===== src/rtl/instr_sequencer_pkg.sv =====
// Shared constants and types for the instruction sequencer and its neighbours.
// Instruction format, opcode field bounds and the FSM state encoding live here.
package instr_sequencer_pkg;

  localparam int unsigned InstrWidth = 20;
  localparam int unsigned OpcodeMsb  = 19;
  localparam int unsigned OpcodeLsb  = 16;

  localparam logic [OpcodeMsb-OpcodeLsb:0] HaltOpcode = 4'hF;
  localparam logic [InstrWidth-1:0]        NopInstr   = 20'h00000;

  typedef enum logic [1:0] {
    StIdle  = 2'd0,
    StRun   = 2'd1,
    StPause = 2'd2,
    StDone  = 2'd3
  } state_e;

  function automatic logic is_halt_word(input logic [InstrWidth-1:0] word);
    return word[OpcodeMsb:OpcodeLsb] == HaltOpcode;
  endfunction

endpackage


===== src/rtl/instr_sequencer_if.sv =====
// Host load/control and CPU issue signals of the instruction sequencer.
// master = host/CPU side, slave = sequencer side.
interface instr_sequencer_if #(
  parameter int unsigned PcBits     = 5,
  parameter int unsigned InstrWidth = instr_sequencer_pkg::InstrWidth
);
  logic                  load_valid;
  logic                  load_ready;
  logic [PcBits-1:0]     load_addr;
  logic [InstrWidth-1:0] load_data;
  logic                  start;
  logic                  stop;
  logic                  step;
  logic [InstrWidth-1:0] instruction;
  logic                  instr_valid;
  logic [PcBits-1:0]     pc;
  logic                  busy;
  logic                  done;

  modport master (
    output load_valid, load_addr, load_data, start, stop, step,
    input  load_ready, instruction, instr_valid, pc, busy, done
  );

  modport slave (
    input  load_valid, load_addr, load_data, start, stop, step,
    output load_ready, instruction, instr_valid, pc, busy, done
  );
endinterface


===== src/rtl/instr_sequencer_prog_mem.sv =====
// Program store: synchronous write, combinational read.
// Contents are never cleared by reset.
module instr_sequencer_prog_mem
  import instr_sequencer_pkg::*;
#(
  parameter int unsigned AddrBits  = 5,
  parameter int unsigned DataWidth = InstrWidth
) (
  input  logic                 clk,
  input  logic                 wen,
  input  logic [AddrBits-1:0]  waddr,
  input  logic [DataWidth-1:0] wdata,
  input  logic [AddrBits-1:0]  raddr,
  output logic [DataWidth-1:0] rdata
);

  logic [DataWidth-1:0] mem [2**AddrBits];

  always_ff @(posedge clk) begin
    if (wen) begin
      mem[waddr] <= wdata;
    end
  end

  assign rdata = mem[raddr];

endmodule


===== src/rtl/instr_sequencer.sv =====
// Instruction sequencer: loadable program memory, PC and a run/pause/step FSM
// feeding one registered instruction per cycle to simple_cpu.
module instr_sequencer
  import instr_sequencer_pkg::*;
#(
  parameter int unsigned PcBits = 5,
  parameter bit          Wrap   = 1'b0
) (
  input logic              clk,
  input logic              rst,
  instr_sequencer_if.slave bus
);

  localparam logic [PcBits-1:0] PcLast = {PcBits{1'b1}};

  state_e                state_q;
  logic [PcBits-1:0]     pc_q;
  logic [InstrWidth-1:0] instr_q;
  logic                  valid_q;

  logic                  load_ready;
  logic                  wen;
  logic [InstrWidth-1:0] rdata;
  logic                  issue;

  assign load_ready = (state_q == StIdle) || (state_q == StDone);
  // No write is taken on a reset edge.
  assign wen        = bus.load_valid && load_ready && rst;

  // stop beats start/step; a start in PAUSE alone only resumes, it does not issue.
  assign issue = ((state_q == StRun) && !bus.stop) ||
                 ((state_q == StPause) && !bus.stop && bus.step);

  instr_sequencer_prog_mem #(
    .AddrBits (PcBits),
    .DataWidth(InstrWidth)
  ) u_prog_mem (
    .clk  (clk),
    .wen  (wen),
    .waddr(bus.load_addr),
    .wdata(bus.load_data),
    .raddr(pc_q),
    .rdata(rdata)
  );

  always_ff @(posedge clk) begin
    if (!rst) begin
      state_q <= StIdle;
      pc_q    <= '0;
      instr_q <= NopInstr;
      valid_q <= 1'b0;
    end else begin
      instr_q <= NopInstr;
      valid_q <= 1'b0;

      unique case (state_q)
        StIdle, StDone: begin
          if (bus.start && !bus.load_valid) begin
            state_q <= StRun;
            pc_q    <= '0;
          end
        end
        StRun: begin
          if (bus.stop) begin
            state_q <= StPause;
          end
        end
        StPause: begin
          if (!bus.stop && bus.start) begin
            state_q <= StRun;
          end
        end
        default: state_q <= StIdle;
      endcase

      // Issue outcome overrides the plain transition above.
      if (issue) begin
        if (is_halt_word(rdata)) begin
          state_q <= StDone;
        end else begin
          instr_q <= rdata;
          valid_q <= 1'b1;
          pc_q    <= pc_q + 1'b1;
          if ((pc_q == PcLast) && !Wrap) begin
            state_q <= StDone;
          end
        end
      end
    end
  end

  assign bus.load_ready  = load_ready;
  assign bus.instruction = instr_q;
  assign bus.instr_valid = valid_q;
  assign bus.pc          = pc_q;
  assign bus.busy        = (state_q == StRun) || (state_q == StPause);
  assign bus.done        = (state_q == StDone);

endmodule


===== src/flat_wrapper.sv =====
// flat-port wrapper written by rule: the top's interface ports become plain ports
module instr_sequencer_flat import instr_sequencer_pkg::*;
#(
  parameter int unsigned PcBits = 5,
  parameter bit          Wrap   = 1'b0
)
  (clk, rst, bus_load_valid, bus_load_addr, bus_load_data, bus_start, bus_stop, bus_step, bus_load_ready, bus_instruction, bus_instr_valid, bus_pc, bus_busy, bus_done);
  instr_sequencer_if #(.PcBits(PcBits), .InstrWidth(20)) bus_i ();
  input logic clk;
  input logic rst;
  input wire logic [$bits(bus_i.load_valid)-1:0] bus_load_valid;
  input wire logic [$bits(bus_i.load_addr)-1:0] bus_load_addr;
  input wire logic [$bits(bus_i.load_data)-1:0] bus_load_data;
  input wire logic [$bits(bus_i.start)-1:0] bus_start;
  input wire logic [$bits(bus_i.stop)-1:0] bus_stop;
  input wire logic [$bits(bus_i.step)-1:0] bus_step;
  output wire logic [$bits(bus_i.load_ready)-1:0] bus_load_ready;
  output wire logic [$bits(bus_i.instruction)-1:0] bus_instruction;
  output wire logic [$bits(bus_i.instr_valid)-1:0] bus_instr_valid;
  output wire logic [$bits(bus_i.pc)-1:0] bus_pc;
  output wire logic [$bits(bus_i.busy)-1:0] bus_busy;
  output wire logic [$bits(bus_i.done)-1:0] bus_done;
  assign bus_i.load_valid = bus_load_valid;
  assign bus_i.load_addr = bus_load_addr;
  assign bus_i.load_data = bus_load_data;
  assign bus_i.start = bus_start;
  assign bus_i.stop = bus_stop;
  assign bus_i.step = bus_step;
  assign bus_load_ready = bus_i.load_ready;
  assign bus_instruction = bus_i.instruction;
  assign bus_instr_valid = bus_i.instr_valid;
  assign bus_pc = bus_i.pc;
  assign bus_busy = bus_i.busy;
  assign bus_done = bus_i.done;
  instr_sequencer #(.PcBits(PcBits), .Wrap(Wrap)) u_core (.clk(clk), .rst(rst), .bus(bus_i));
endmodule

===== config.mk =====
export PLATFORM = sky130hd
export DESIGN_NAME = instr_sequencer_flat
export DESIGN_NICKNAME = d
export VERILOG_FILES = /design/src/rtl/instr_sequencer_pkg.sv /design/src/rtl/instr_sequencer_if.sv /design/src/rtl/instr_sequencer_prog_mem.sv /design/src/rtl/instr_sequencer.sv /design/src/flat_wrapper.sv
export SDC_FILE = /design/constraint.sdc
export NUM_CORES = 1
export LEC_CHECK = 0
export BUFFER_PORTS_ARGS = -buffer_cell sky130_fd_sc_hd__buf_2
export CAP_MARGIN = 20
export CELL_PAD_IN_SITES_DETAIL_PLACEMENT = 0
export CELL_PAD_IN_SITES_GLOBAL_PLACEMENT = 1
export CORE_UTILIZATION = 30
export CTS_CLUSTER_SIZE = 8
export DETAILED_ROUTE_END_ITERATION = 8
export PLACE_DENSITY_LB_ADDON = 0.1
export SLEW_MARGIN = 20
export SYNTH_ARGS = -nofsm -noshare
export SYNTH_HDL_FRONTEND = slang
export SYNTH_SLANG_ARGS = --single-unit

===== constraint.sdc =====
create_clock -name clk -period 3.39 [get_ports clk]
set_input_delay 0.5085 -clock clk [delete_from_list [all_inputs] [get_ports clk]]
set_output_delay 0.5085 -clock clk [all_outputs]
set_load 0.02 [all_outputs]

==> flow_summary_export.csv, run 1 <==
group,metric,value,unit
clocking,cts_buffers,93,
logic_synthesis,synth_cells,1055,
pwr,power.total,18.05,mW
sta,slew_headroom,0.4470,
logic_synthesis,synth_top_area_frac,0.7584,
floorplan,die_h,292.6,microns
clocking,post-cts-setup-buffers,0,
route,vias_per_cell,4.951,
grt,track_usage,0.1683,
final_layout,drive_gt1_frac,0.3868,
floorplan,coreArea,0.08356,sq mm
clocking,clockBufferDepth,3,
logic_synthesis,avgSynthCellArea,24.02,sq um
clocking,cts.clk_slew.worst_paths,0.05,ns
clocking,cts_max_level,3,
place,portBuffers,59,
final_layout,n_fill_cell,7620,
clocking,clk_latency,0.64,ns
run_status,outcome,"finished clean",
sta,tns,0,ns
setup_path,critPathMaxFanout,37,
grt,grt-ovfl-total,0,
sta,fin_crit_sh,0.8505,
setup_path,rrSetupSlack,0.51,ns
grt,grt_max_degree,45,
route,drc_errors,0,
setup_path,cp-startpoint,"u_core.bus.pc[1]",
pwr,peakVddDrop,0.3794,mV
route,dr.pass1.iters,5,
logic_synthesis,ys_ff_latch,668,
place,post-dp-hpwl,41990,microns
final_layout,area.growth.synth_to_final,20.41,%
setup_path,end_kind,"flip-flop",
clocking,holdBufCountCts,0,
setup_path,start_kind,"flip-flop",
logic_synthesis,yosysSeqAreaShare,0.7805,
final_layout,nets,1287,
setup_path,slowest_stage,"buf_4",
logic_synthesis,synth.net_count,1091,
place,placed_area,0.02792,sq mm
grt,grt_first_pass_wirelength,99180,microns
floorplan,die_area,0.08564,sq mm
clocking,cts_tree,"done",
floorplan,rows,106,
clocking,ctsResizeCount,0,
sta,post-route-min-period,2.883,ns
logic_synthesis,synthTopCellsByArea,"edfxtp_1, mux4_2, dfxtp_1",
logic_synthesis,synth_edf_count,640,
sta,hold_violations,0,
sta,finalMaxSlewViolations,0,
route,vias,11738,
logic_synthesis,ys.warnings.count,0,
setup_path,cp_cell_sequence,"buf_4, buf_4, mux4_2, mux4_2, mux2i_1, nor2_1",
setup_path,r2r_cells,6,
sta,setup_violations,0,
setup_path,worstPathArrival,3.40,ns
logic_synthesis,ys_async_sr_fraction,0,
logic_synthesis,synth_flop_cell,"edfxtp_1",
place,gp_congestion,0.7274,
grt,grt_pass1_vias,12576,
floorplan,initial_core_util,0.3033,
setup_path,crit_required,3.91,ns
setup_path,r2r-end,"u_core.bus.instruction[11]",
route,ant_nets,0,
route,wire_per_inst,29.69,microns
sta,worst_pin_slew,0.8275,ns
route,wl,70400,microns
sta,grt_setup_unrepaired,"false",
route,drt_iter0_markers,887,
clocking,clkSinkCount,668,
setup_path,reg2reg_from,"u_core.bus.pc[1]",
logic_synthesis,synth_cell_type_count,34,
logic_synthesis,synth_top_area_cell,"edfxtp_1",
sta,finClkSkew,0.02247,ns
sta,fmax,346.8,MHz
run,cap_violations,0,
setup_path,timing.critical_path.to,"u_core.bus.instruction[11]",
logic_synthesis,syn_area,0.02534,sq mm
min_path,hold_class,"input pin to flip-flop",
floorplan,fp.dieW,292.6,microns
setup_path,crit_type,"flip-flop to flip-flop",
pwr,p_per_area,591.4,mW/mm^2
clocking,clockRootBuffer,"clkbuf_16",
final_layout,design_area,0.03051,sq mm
pwr,p_leak,9.340,nW
floorplan,num_io_pins,60,
setup_path,slowest_delay,0.60,ns
grt,antenna_found_initial,7,
[worst max-delay path: cells and delay by family, from the launching register on]
kind,cells,cell delay [ns]
buf+inv,2,1.13
simple gates,1,0.06
flops,1,0.42
mux,3,1.07
[layout by cell type, fill, tap and decap left out, types with 7 or more instances in the layout]
cell type and instances:
edfxtp_1 640, mux4_2 200, clkbuf_16 94, buf_4 77, buf_2 59, clkbuf_1 33, nor2_4 32, nor2_1 25
dfxtp_1 23, buf_12 17, mux2i_1 16, nand2_1 7
[per-stage QoR]
stage / utilization / instances / setup WS, ns / hold WS [ns]
final: 0.3652 / 2371 / 0.5067 / 0.1976
after global routing: 0.3652 / 2371 / 0.3643 / 0.1818
after CTS: 0.3652 / 2370 / 0.4600 / 0.1550
after global placement: 0.3342 / 2236 / 0.4422 / 0.6845
after detailed placement: 0.3342 / 2236 / 0.4580 / 0.6641
after floorplan: - / 1055 / 0.6367 / 0.6074
[state kept, by name (all words and copies together) (netlist names)]
name,cells
u_core.bus.instruction,20
u_core.state_q,2
u_core.bus.instr_valid,1
u_core.bus.pc,5
u_core.u_prog_mem.mem,640
[worst min-delay path by stage]
| stage | from | end | slack, ns | cells past startpoint |
|---|---|---|---|---|
| after floorplan | bus_load_data[0] | u_core.u_prog_mem.mem[0][0] | 0.61 | 0 |
| after global placement | u_core.bus.pc[0] | u_core.bus.pc[0] | 0.68 | 2 |
| after detailed placement | u_core.state_q[1] | u_core.state_q[1] | 0.66 | 4 |
| after CTS | rst | u_core.state_q[0] | 0.15 | 2 |
| after global routing | rst | u_core.state_q[1] | 0.18 | 2 |
| final | rst | u_core.state_q[0] | 0.20 | 2 |
[power by group]
group          internal (mW)  total, mW  switching [mW]
Sequential              9.09       9.11          0.0179
Clock                   5.04       8.44            3.40
Combinational          0.188      0.498           0.310
Total                   14.3       18.0            3.73
[synthesized netlist by cell type (all sizes together) (3+ instances only)]
cell	count
a21oi	3
buf	30
clkbuf	22
dfxtp	28
edfxtp	640
ha	5
inv	7
mux2i	20
mux4	200
nand2	7
nand3	6
nand3b	4
nor2	57
o21ai	5
o22ai	4
[layout make-up]
| class | instances | area, sq um | area share |
|---|---|---|---|
| Clock inverter | 6 | 100.1 | 0.003280 |
| Tap cell | 1080 | 1351 | 0.04429 |
| Inverter | 7 | 26.28 | 0.0008611 |
| Sequential cell | 668 | 19800 | 0.6487 |
| Clock buffer | 128 | 2490 | 0.08160 |
| Antenna cell | 1 | 2.502 | 0.00008201 |
| Multi-Input combinational cell | 328 | 5534 | 0.1814 |
| Timing Repair Buffer | 153 | 1214 | 0.03978 |
[per-layer routing]
metal | vias up | share of wire | GRT usage
met5 | - | 0.00033 | 0
met4 | 4 | 0.023 | 0.04597
met3 | 110 | 0.049 | 0.03688
met2 | 289 | 0.46 | 0.2588
met1 | 6447 | 0.47 | 0.2406
li1 | 4888 | - | -
[cells by family (layout without fill, tap and decap cells)]
family | count (synthesis) | after routing | share of synthesized area
buf+inv | 59 | 294 | 0.01101
other cells | 0 | 1 | 0
compound gates | 19 | 19 | 0.005234
flops | 668 | 668 | 0.7805
xor+xnor | 1 | 1 | 0.0003457
simple gates | 83 | 83 | 0.01417
mux | 220 | 220 | 0.1862
fa+ha+maj | 5 | 5 | 0.002469
Power figures use the tool's default switching activity.
==> run 2, diff against run 1 <==
- CORE_ASPECT_RATIO: unset -> 1.5
- SLEW_MARGIN: 20 -> 10
==> flow_summary_export.csv, run 2 (same netlist as run 1, synthesis figures left out) <==
group,metric,value,unit
pwr,p_int,14.40,mW
pwr,peakVddDrop,0.3095,mV
place,post-dp-hpwl,44210,microns
setup_path,slowest_stage,"mux4_2",
sta,fin_crit_sh,0.8713,
route,vias,11488,
pwr,seq_power_share,0.505,
grt,grt-ovfl-total,0,
grt,grt_first_pass_wirelength,100600,microns
run_status,outcome,"finished clean",
setup_path,cp_top_family,"multiplexers",
route,wire_per_inst,30.09,microns
sta,finalMaxSlewViolations,0,
route,ant_nets,0,
floorplan,num_io_pins,60,
final_layout,regArea,0.01980,sq mm
pwr,p_leak,9.229,nW
final_layout,final_cell_mix,"edfxtp_1, mux4_2, clkbuf_16, buf_2, clkbuf_1",
pwr,p_per_area,590.7,mW/mm^2
route,wl,71830,microns
floorplan,die_h,358.0,microns
sta,setup_violations,0,
place,portBuffers,59,
pwr,swShare,0.2016,
final_layout,n_fill_cell,7621,
sta,hold_violations,0,
floorplan,fp.dieW,239.3,microns
grt,grt_pass1_vias,12609,
floorplan,rows,130,
sta,post-route-min-period,2.954,ns
clocking,cts_buffers,93,
setup_path,start_kind,"flip-flop",
final_layout,antennaDiodeCount,0,
setup_path,crit_type,"flip-flop to flip-flop",
pwr,switchingPower,3.637,mW
final_layout,largest_register,"u_core.u_prog_mem.mem",
final_layout,stdcell_count,2387,
setup_path,worstPathArrival,3.49,ns
sta,tns,0,ns
sta,grt_setup_unrepaired,"false",
place,dp_cells,2252,
grt,grt_max_degree,69,
route,drc_errors,0,
final_layout,drive_gt1_frac,0.3708,
clocking,post-cts-setup-buffers,0,
sta,slew_headroom,0.4245,
clocking,clockRootBuffer,"clkbuf_16",
sta,fmax,338.6,MHz
sta,worst_pin_slew,0.8604,ns
clocking,holdBufCountCts,0,
floorplan,initial_core_util,0.3025,
clocking,cts_tree,"done",
grt,antenna_found_initial,3,
clocking,ctsResizeCount,0,
clocking,cts.clk_slew.worst_paths,0.05,ns
place,gp_congestion,0.7335,
setup_path,crit_required,3.92,ns
clocking,cts_max_level,3,
pwr,clkPwrFrac,0.467,
final_layout,layout_commonest_cell,"edfxtp_1",
setup_path,cp_cell_sequence,"buf_4, mux4_2, mux4_2, mux2i_2, o41ai_4, buf_4, o22ai_1",
clocking,clkSinkCount,668,
final_layout,area.growth.synth_to_final,20.50,%
clocking,clk_latency,0.63,ns
sta,finClkSkew,0.01718,ns
sta,fin_ws,0.4363,ns
grt,track_usage,0.1733,
final_layout,largest_register_ffs,640,
floorplan,die_area,0.08566,sq mm
route,vias_per_cell,4.813,
setup_path,critPathMaxFanout,14,
pwr,power_frac_comb,0.028,
clocking,clockBufferDepth,3,
final_layout,multi_input_area,0.005534,sq mm
final_layout,nets,1261,
run,cap_violations,0,
setup_path,path_buf_inv,2,
setup_path,slowest_delay,0.52,ns
place,dp_worst_setup_slack,0.3844,ns
min_path,hold_class,"input pin to flip-flop",
route,dr.pass1.iters,5,
setup_path,end_kind,"flip-flop",
route,drt_iter0_markers,775,
floorplan,coreArea,0.08377,sq mm
## run 2: cell count changes in the layout (fill, tap and decap cells not counted), moves of 2 or more
| cell | delta |
|---|---|
| inv_6 | -2 |
| buf_4 | -41 |
| clkbuf_16 | +3 |
| clkbuf_1 | +4 |
| buf_12 | +15 |
| clkinv_8 | -2 |
## run 2: layout make-up
| cell class | instances | share of cell area |
|---|---|---|
| Inverter | 7 | 0.0008605 |
| Clock buffer | 134 | 0.08404 |
| Timing Repair Buffer | 127 | 0.03950 |
| Tap cell | 1122 | 0.04597 |
| Multi-Input combinational cell | 328 | 0.1812 |
| Sequential cell | 668 | 0.6483 |
| Clock inverter | 1 | 0.0001229 |
## run 2: path summary, 6_finish.rpt
kind	cells after the start	slack (ns)	startpoint	endpoint
worst min register to register	2	0.71	u_core.bus.pc[0]	u_core.bus.pc[0]
worst max register to register	7	0.44	u_core.bus.pc[1]	u_core.bus.pc[3]
worst max-delay path	7	0.44	u_core.bus.pc[1]	u_core.bus.pc[3]
worst min-delay path	2	0.22	rst	u_core.state_q[1]
## run 2: power groups by stage
stage	combinational [mW]	sequential, mW	clock [mW]
finish	0.503	9.11	8.43
global route	0.547	9.10	8.97
CTS	0.524	9.11	8.67
detailed placement	0.524	9.27	0
global placement	0.517	9.27	0
floorplan	0.237	9.26	0
## run 2: through the flow
stage,total power [mW],utilization,hold slack [ns],cell area [sq um]
finish,18.04,0.3645,0.2178,30540
global route,18.61,0.3645,0.2015,30540
CTS,18.30,0.3645,0.1724,30540
detailed placement,9.791,0.3338,0.7125,27970
global placement,9.783,0.3338,0.7124,27970
floorplan,9.501,-,0.6074,25340
## run 2: per-layer routing
| metal | routed length (microns) | up-vias | share of wire | global-route usage |
|---|---|---|---|---|
| li1 | - | 4836 | - | - |
| met1 | 27920 | 6319 | 0.39 | 0.2006 |
| met2 | 40070 | 242 | 0.56 | 0.3270 |
| met3 | 2438 | 87 | 0.034 | 0.02802 |
| met4 | 1380 | 4 | 0.019 | 0.04795 |
| met5 | 27 | - | 0.00038 | 0 |
==> run 3, diff against run 2 <==
- clock period: 3.39 -> 3.8 ns (I/O delays scaled with it)
==> flow_summary_export.csv, run 3 (same netlist as run 1, synthesis figures left out) <==
group,metric,value,unit
run_status,outcome,"finished clean",
setup_path,crit_type,"flip-flop to flip-flop",
sta,fmax,324.5,MHz
sta,tns,0,ns
route,vias,11575,
grt,met2_usage,0.3042,
clocking,cts.clk_slew.worst_paths,0.05,ns
route,ant_nets,0,
route,wl,69660,microns
route,vias_per_cell,4.843,
final_layout,area.growth.synth_to_final,20.14,%
pwr,switchingPower,3.259,mW
sta,finClkSkew,0.02404,ns
clocking,clkSinkCount,668,
place,gp_congestion,0.7030,
setup_path,crit_required,4.36,ns
floorplan,die_area,0.08566,sq mm
sta,slew_headroom,0.4442,
route,wire_per_inst,29.15,microns
pwr,seq_power_share,0.503,
grt,antenna_found_initial,8,
clocking,cts_max_level,3,
clocking,clockRootBuffer,"clkbuf_16",
grt,grt-ovfl-total,0,
grt,grt_max_degree,68,
pwr,swShare,0.2018,
floorplan,num_io_pins,60,
final_layout,n_fill_cell,7662,
grt,grt_use_met1,0.2051,
sta,hold_violations,0,
pwr,p_leak,9.219,nW
route,drc_errors,0,
grt,use_met3,0.03041,
floorplan,rows,130,
run,cap_violations,0,
clocking,cts_buffers,93,
final_layout,largest_register,"u_core.u_prog_mem.mem",
setup_path,slowest_delay,0.67,ns
clocking,ctsResizeCount,0,
clocking,clk_latency,0.64,ns
pwr,power.total,16.15,mW
setup_path,start_kind,"flip-flop",
setup_path,cp_top_family,"multiplexers",
final_layout,design_area,0.03045,sq mm
floorplan,initial_core_util,0.3025,
grt,grt_first_pass_wirelength,98700,microns
setup_path,rrSetupSlack,0.72,ns
pwr,peakVddDrop,0.3351,mV
sta,finalMaxSlewViolations,0,
pwr,clkPwrFrac,0.470,
final_layout,drive_gt1_frac,0.3728,
grt,track_usage,0.1680,
setup_path,cp_cell_sequence,"buf_4, mux4_2, mux4_2, mux2i_2, o41ai_4, buf_4, o22ai_1",
grt,top_usage_layer,"met2",
place,portBuffers,59,
final_layout,final_cell_mix,"edfxtp_1, mux4_2, clkbuf_16, buf_2, buf_4",
sta,post-route-min-period,3.082,ns
setup_path,path_buf_inv,2,
grt,grt_pass1_vias,12642,
sta,fin_crit_sh,0.8110,
sta,grt_setup_unrepaired,"false",
clocking,cts_tree,"done",
setup_path,end_kind,"flip-flop",
clocking,post-cts-setup-buffers,0,
final_layout,largest_register_ffs,640,
setup_path,slowest_stage,"dfxtp_4",
setup_path,critPathMaxFanout,25,
clocking,holdBufCountCts,0,
pwr,power_frac_comb,0.027,
sta,worst_pin_slew,0.8309,ns
pwr,p_per_area,530.4,mW/mm^2
floorplan,fp.dieW,239.3,microns
place,placed_area,0.02783,sq mm
floorplan,die_h,358.0,microns
pwr,p_int,12.89,mW
setup_path,worstPathArrival,3.64,ns
sta,setup_violations,0,
floorplan,coreArea,0.08377,sq mm
min_path,hold_class,"input pin to flip-flop",
route,drt_iter0_markers,732,
final_layout,nets,1261,
final_layout,layout_commonest_cell,"edfxtp_1",
place,post-dp-hpwl,41520,microns
route,dr.pass1.iters,7,
clocking,clockBufferDepth,3,
run 3: per-stage QoR:
step           hold WS, ns  setup WS, ns  cells  utilization
6_report            0.2718        0.7184   2390       0.3635
5_1_grt             0.2680        0.4851   2388       0.3634
4_1_cts             0.2408        0.6218   2388       0.3634
3_5_place_dp        0.6992        0.6325   2252       0.3322
3_3_place_gp        0.7073        0.6661   2252       0.3322
2_1_floorplan       0.6279         1.047   1055            -
run 3: routing by layer:
metal  share of wire  vias to the layer above
li1                -                     4840
met1            0.40                     6414
met3           0.039                       86
met4           0.015                        8
met2            0.54                      227
met5         0.00079                        -
run 3: tightest hold or removal path, stage by stage:
cell	delay, ns
buf_2	0.15
nand3_1	0.08
o21ai_0	0.07
run 3: power by group through the flow:
stage	clock network [mW]	registers, mW	logic [mW]
final	7.58	8.13	0.437
after global routing	8.07	8.12	0.477
after CTS	7.79	8.12	0.455
after detailed placement	0	8.27	0.455
after global placement	0	8.27	0.451
after floorplan	0	8.26	0.211
run 3: final timing paths:
path | cells past startpoint | from | to
worst min register to register | 4 | u_core.state_q[1] | u_core.state_q[1]
worst max-delay path | 7 | u_core.bus.pc[1] | u_core.bus.pc[3]
worst max register to register | 7 | u_core.bus.pc[1] | u_core.bus.pc[3]
worst min-delay path | 3 | rst | u_core.bus.pc[1]
run 3: area by class of cell:
class                           instances  area, sq um  share of cell area
Antenna cell                            2        5.005           0.0001644
Clock buffer                          132         2537             0.08334
Clock inverter                          4        75.07            0.002466
Inverter                                7        26.28           0.0008630
Multi-Input combinational cell        328         5534              0.1818
Sequential cell                       668        19800              0.6502
Tap cell                             1122         1404             0.04611
Timing Repair Buffer                  127         1069             0.03510
